===== config.mk =====
export PLATFORM = sky130hd
export DESIGN_NAME = sap_controller
export DESIGN_NICKNAME = d
export VERILOG_FILES = /design/src/rtl/sap_ctrl_pkg.sv /design/src/rtl/sap_ring_counter.sv /design/src/rtl/sap_controller.sv
export SDC_FILE = /design/constraint.sdc
export NUM_CORES = 1
export LEC_CHECK = 0
export ABC_AREA = 1
export CORE_AREA = 2 2 39 41
export DETAILED_ROUTE_END_ITERATION = 8
export DIE_AREA = 0 0 41 43
export MAX_ROUTING_LAYER = met4
export SYNTH_ARGS = -nofsm -noshare
export SYNTH_HDL_FRONTEND = slang
export SYNTH_HIERARCHICAL = 1
export SYNTH_SLANG_ARGS = --single-unit

===== constraint.sdc =====
create_clock -name clk -period 1.51 [get_ports clk]
set_clock_uncertainty 0.1 [all_clocks]
set_input_delay 0.2265 -clock clk [delete_from_list [all_inputs] [get_ports clk]]
set_output_delay 0.2265 -clock clk [all_outputs]
set_load 0.1 [all_outputs]

===== src/rtl/sap_ctrl_pkg.sv =====
// Shared definitions for the SAP control unit.
// Holds the opcode values, the bit positions of the control word and the
// sequencer state encoding. The state value is also the t_state output code.
// bus_drivers() picks out the five bus-enable bits of a control word.
package sap_ctrl_pkg;

   localparam int OPCODE_W_DEF = 4;
   localparam int CW_W_DEF     = 12;

   // Opcodes taken from IR[7:4]
   localparam logic [3:0] OP_LDA = 4'h0;
   localparam logic [3:0] OP_ADD = 4'h1;
   localparam logic [3:0] OP_SUB = 4'h2;
   localparam logic [3:0] OP_OUT = 4'hE;
   localparam logic [3:0] OP_HLT = 4'hF;

   // Control word bit map {Cp,Ep,Lm,CE,Li,Ei,La,Ea,Su,Eu,Lb,Lo}
   localparam int CW_CP = 11;
   localparam int CW_EP = 10;
   localparam int CW_LM = 9;
   localparam int CW_CE = 8;
   localparam int CW_LI = 7;
   localparam int CW_EI = 6;
   localparam int CW_LA = 5;
   localparam int CW_EA = 4;
   localparam int CW_SU = 3;
   localparam int CW_EU = 2;
   localparam int CW_LB = 1;
   localparam int CW_LO = 0;

   typedef enum logic [2:0] {
      ST_IDLE = 3'd0,
      ST_T1   = 3'd1,
      ST_T2   = 3'd2,
      ST_T3   = 3'd3,
      ST_T4   = 3'd4,
      ST_T5   = 3'd5,
      ST_T6   = 3'd6,
      ST_HALT = 3'd7
   } state_e;

   // Collects the bus drivers {Ep,CE,Ei,Ea,Eu}; at most one may be set
   function automatic logic [4:0] bus_drivers(input logic [CW_W_DEF-1:0] cw);
      return {cw[CW_EP], cw[CW_CE], cw[CW_EI], cw[CW_EA], cw[CW_EU]};
   endfunction

endpackage


===== src/rtl/sap_ring_counter.sv =====
// T-state sequencer for the SAP controller.
// Ports:
//   clk        in  rising-edge clock
//   clr_n      in  asynchronous active-low reset (forces IDLE)
//   run        in  start request, looked at only in IDLE
//   hlt_at_t4  in  current opcode is HLT; diverts T4 into HALT
//   state      out current state (IDLE, T1..T6, HALT)
module sap_ring_counter
   import sap_ctrl_pkg::*;
(
   input  logic   clk,
   input  logic   clr_n,
   input  logic   run,
   input  logic   hlt_at_t4,
   output state_e state
);

   state_e state_q;
   state_e state_d;

   // State register with asynchronous clear
   always_ff @(posedge clk or negedge clr_n) begin
      if (!clr_n) begin
         state_q <= ST_IDLE;
      end else begin
         state_q <= state_d;
      end
   end

   // Next-state: free-running ring once started; HALT only leaves via clr_n
   always_comb begin
      state_d = state_q;
      case (state_q)
         ST_IDLE: begin
            if (run) begin
               state_d = ST_T1;
            end else begin
               state_d = ST_IDLE;
            end
         end
         ST_T1:   state_d = ST_T2;
         ST_T2:   state_d = ST_T3;
         ST_T3:   state_d = ST_T4;
         ST_T4: begin
            if (hlt_at_t4) begin
               state_d = ST_HALT;
            end else begin
               state_d = ST_T5;
            end
         end
         ST_T5:   state_d = ST_T6;
         ST_T6:   state_d = ST_T1;
         ST_HALT: state_d = ST_HALT;
         default: state_d = ST_IDLE;
      endcase
   end

   assign state = state_q;

endmodule


===== src/rtl/sap_controller.sv =====
// SAP control/sequencer unit.
// Steps the T1..T6 ring and decodes the IR opcode into one control word
// per cycle for the SAP datapath.
// Ports:
//   clk        in  rising-edge clock
//   clr_n      in  asynchronous active-low reset
//   run        in  start request (sampled in IDLE only)
//   opcode     in  IR[7:4], stable from the end of T3
//   ctrl_word  out {Cp,Ep,Lm,CE,Li,Ei,La,Ea,Su,Eu,Lb,Lo}; combinational
//   t_state    out 0=IDLE, 1..6=T1..T6, 7=HALT
//   halted     out high while in HALT
// The ALU select is Su: adder_subtractor.sum = ~Su, .cin = Su.
module sap_controller
   import sap_ctrl_pkg::*;
#(
   parameter int OPCODE_W = OPCODE_W_DEF,
   parameter int CW_W     = CW_W_DEF
) (
   input  logic                clk,
   input  logic                clr_n,
   input  logic                run,
   input  logic [OPCODE_W-1:0] opcode,
   output logic [CW_W-1:0]     ctrl_word,
   output logic [2:0]          t_state,
   output logic                halted
);

   state_e          state_s;
   logic            hlt_s;
   logic [CW_W-1:0] ctrl_s;

   assign hlt_s = (opcode == OP_HLT);

   sap_ring_counter u_ring (
      .clk       (clk),
      .clr_n     (clr_n),
      .run       (run),
      .hlt_at_t4 (hlt_s),
      .state     (state_s)
   );

   // Control word decode; state drops to IDLE asynchronously so the word
   // clears the moment clr_n falls
   always_comb begin
      ctrl_s = '0;
      case (state_s)
         ST_T1: begin
            ctrl_s[CW_EP] = 1'b1;
            ctrl_s[CW_LM] = 1'b1;
         end
         ST_T2: begin
            ctrl_s[CW_CP] = 1'b1;
         end
         ST_T3: begin
            ctrl_s[CW_CE] = 1'b1;
            ctrl_s[CW_LI] = 1'b1;
         end
         ST_T4: begin
            case (opcode)
               OP_LDA, OP_ADD, OP_SUB: begin
                  ctrl_s[CW_EI] = 1'b1;
                  ctrl_s[CW_LM] = 1'b1;
               end
               OP_OUT: begin
                  ctrl_s[CW_EA] = 1'b1;
                  ctrl_s[CW_LO] = 1'b1;
               end
               default: ctrl_s = '0;
            endcase
         end
         ST_T5: begin
            case (opcode)
               OP_LDA: begin
                  ctrl_s[CW_CE] = 1'b1;
                  ctrl_s[CW_LA] = 1'b1;
               end
               OP_ADD, OP_SUB: begin
                  ctrl_s[CW_CE] = 1'b1;
                  ctrl_s[CW_LB] = 1'b1;
               end
               default: ctrl_s = '0;
            endcase
         end
         ST_T6: begin
            case (opcode)
               OP_ADD: begin
                  ctrl_s[CW_EU] = 1'b1;
                  ctrl_s[CW_LA] = 1'b1;
               end
               OP_SUB: begin
                  ctrl_s[CW_EU] = 1'b1;
                  ctrl_s[CW_LA] = 1'b1;
                  ctrl_s[CW_SU] = 1'b1;
               end
               default: ctrl_s = '0;
            endcase
         end
         default: ctrl_s = '0;
      endcase
   end

   assign ctrl_word = ctrl_s;
   assign t_state   = state_s;
   assign halted    = (state_s == ST_HALT);

   // Only one source may drive the shared bus in any cycle
   a_bus_exclusive: assert property (@(posedge clk) disable iff (!clr_n)
      $onehot0(bus_drivers(ctrl_s)));

endmodule


==> results.toml <==
[run_status]
status = "finished with violations"
violations = "negative setup slack"

[clocking]
cts.clk_slew.worst_paths_ns = 0.04
cts_sinks = 3
ctsRootBufferMaster = "clkbuf_4"
cts_tree = "built"
hold_buffers = 0
cts_buffers = 3
clockBufferDepth = 2
worstSkewPairLatency_ns = 0.24
cts_max_level = 1

[timing]
fmax_ghz = 0.563
whs_ns = 0.0717
hold_viol_final = 0
min_period_ns = 1.77
fin_crit_sh_pct = 118
setup_violations = 13
layout_setup_ws_ns = -0.265
worst_pin_slew_ns = 0.273
slew_headroom_pct = 81.7
rsz0062_at_grt = "yes"
tns_ns = -2.50
maxSlewViolCount = 0

[logic_synthesis]
ys_warn_count = 6
synth_area_leader_cell = "dfrtp_1"
yosysSeqAreaShare_pct = 23.8
yosysTopAreaCellShare_pct = 23.8
ys_ff_latch = 3
syn_nets = 63
synth_area_sq_um = 315
synthTopCellsByArea = "dfrtp_1 (24%), nand2_1 (17%), inv_1 (13%)"
synth_cells = 56
synth_cell_types = 15
avgSynthCellArea_sq_um = 5.63

[job]
maxCapViolations = 0

[drt]
vias = 506
drt_iter0_drc = 8
dr.pass1.iters = 3
wire_per_inst_microns = 11.4
drtAntennaViolNets = 0
via_per_inst = 4.44
drt-total-wl_microns = 1300
drc = 0

[final_layout]
fill_cells = 89
antenna_cells = 0
nNetsFinal = 106
synthToLayoutAreaGrowth_pct = 240
final_core_util_pct = 77.6
drive_gt1_share_pct = 71.4

[die]
io_pins = 23
core_region_area_sq_um = 1380
start_util_pct = 22.8
die_y_microns = 43
die_w_microns = 41
fp-row-count = 14
die_area_sq_um = 1760

[global_route]
grt_max_degree = 7
grt_pass1_wl_microns = 2130
grt-ovfl-total = 0
grt_pass1_vias = 485
grt_antenna_before_repair = 0
track_usage_pct = 18.5

[hold_path]
hold_path_class = "in2async"

[placement]
io_buffers = 22
gp_congestion = 0.783
pre_cts_ws_ns = -0.296
hpwl_microns = 901

[critical_path]
worst-path-max-fanout = 3
crit_path_end_kind = "output pin"
max_stage_delay_ns = 0.49
path_class = "reg2out"
worstPathCellList = "inv_4 > nand3_4 > buf_6 > nor3b_4 > buf_12"
crit_required_ns = 1.18
crit_arrival_ns = 1.45
critPathLaunch = "u_ring/state[0]$_DFF_PN0_"
cp_slowest_cell = "dfrtp_4"
critPathLaunchType = "flip-flop"
-- through the flow --
stage / instance area (sq um) / std cells
finish: 1070 / 114
global route: 1070 / 114
CTS: 1050 / 114
detailed placement: 942 / 106
global placement: 942 / 106
floorplan: 452 / 56
-- cells in the final DEF, fill, tap and decap left out, types with 2 or more instances in the layout --
master and n:
o21ai_4 2, nor2_1 4, nor3_4 4, clkdlybuf4s50_1 2, inv_1 7, clkbuf_4 3
nand2_2 4, nor2_2 4, buf_4 12, buf_6 4, dlygate4sd2_1 3, clkinvlp_4 3
dfrtp_4 3, buf_12 17, nand2_1 9, nand3_4 2, inv_2 2, nand3_2 3
-- path summary, 6_finish.rpt --
kind | cells past startpoint | slack (ns) | to
worst min-delay path | 1 | 0.07 | u_ring/state[0]$_DFF_PN0_
worst min register to register | 3 | 0.66 | flip-flop
worst max register to register | 5 | 0.24 | u_ring/state[0]$_DFF_PN0_
worst max-delay path | 5 | -0.26 | ctrl_word[3]
min in group clk | 8 | 0.51 | u_ring/state[1]$_DFF_PN0_
max in group asynchronous | 1 | 1.07 | async pin
-- worst max-delay path: cells and delay by family, from the launching register on --
family | cells | cell delay [ns]
and+or+nand+nor | 2 | 0.29
DFF | 1 | 0.49
buffers and inverters | 3 | 0.43
-- area by class of cell --
type	instances	area, sq um	share of cell area [%]
clock buffers	4	26.3	2.45
inverters	14	71.3	6.64
multi-input cells	38	335	31.2
flip-flops and latches	3	86.3	8.04
well taps	16	20.0	1.86
repair buffers	39	534	49.8
-- Yosys cell counts --
master / instances
nor2_1: 6
buf_4: 1
nand3_1: 5
o21ai_0: 1
nor3b_1: 1
nor3_1: 3
nor2_2: 3
and2_2: 1
nand2_1: 14
nand2_2: 1
dfrtp_1: 3
inv_2: 3
o21ai_1: 2
nor3_2: 1
inv_1: 11
-- timing repair --
action,4_1_cts,5_1_grt
pin swaps,6,5
gates cloned,0,0
gates resized for setup,14,8
setup buffers,5,2
setup endpoints to repair,13,13
-- cells by family after synthesis --
logic type	Yosys count	synth area share, %
buffers and inverters	15	19.0
DFF	3	23.8
and+or+nand+nor	35	52.4
AOI/OAI and AO/OA	3	4.76
-- routing by layer --
layer  vias up  GRT usage (%)  part of all wire (%)
met5         -              -                     0
met4         0           8.00                   1.3
met3         2           3.14                   2.7
met2        13           30.3                    60
met1       239           20.8                    36
li1        252              -                     -
Power is left out: the tool's default activity adds up to more than one toggle a clock period on the data nets, which glitch-free logic cannot reach.
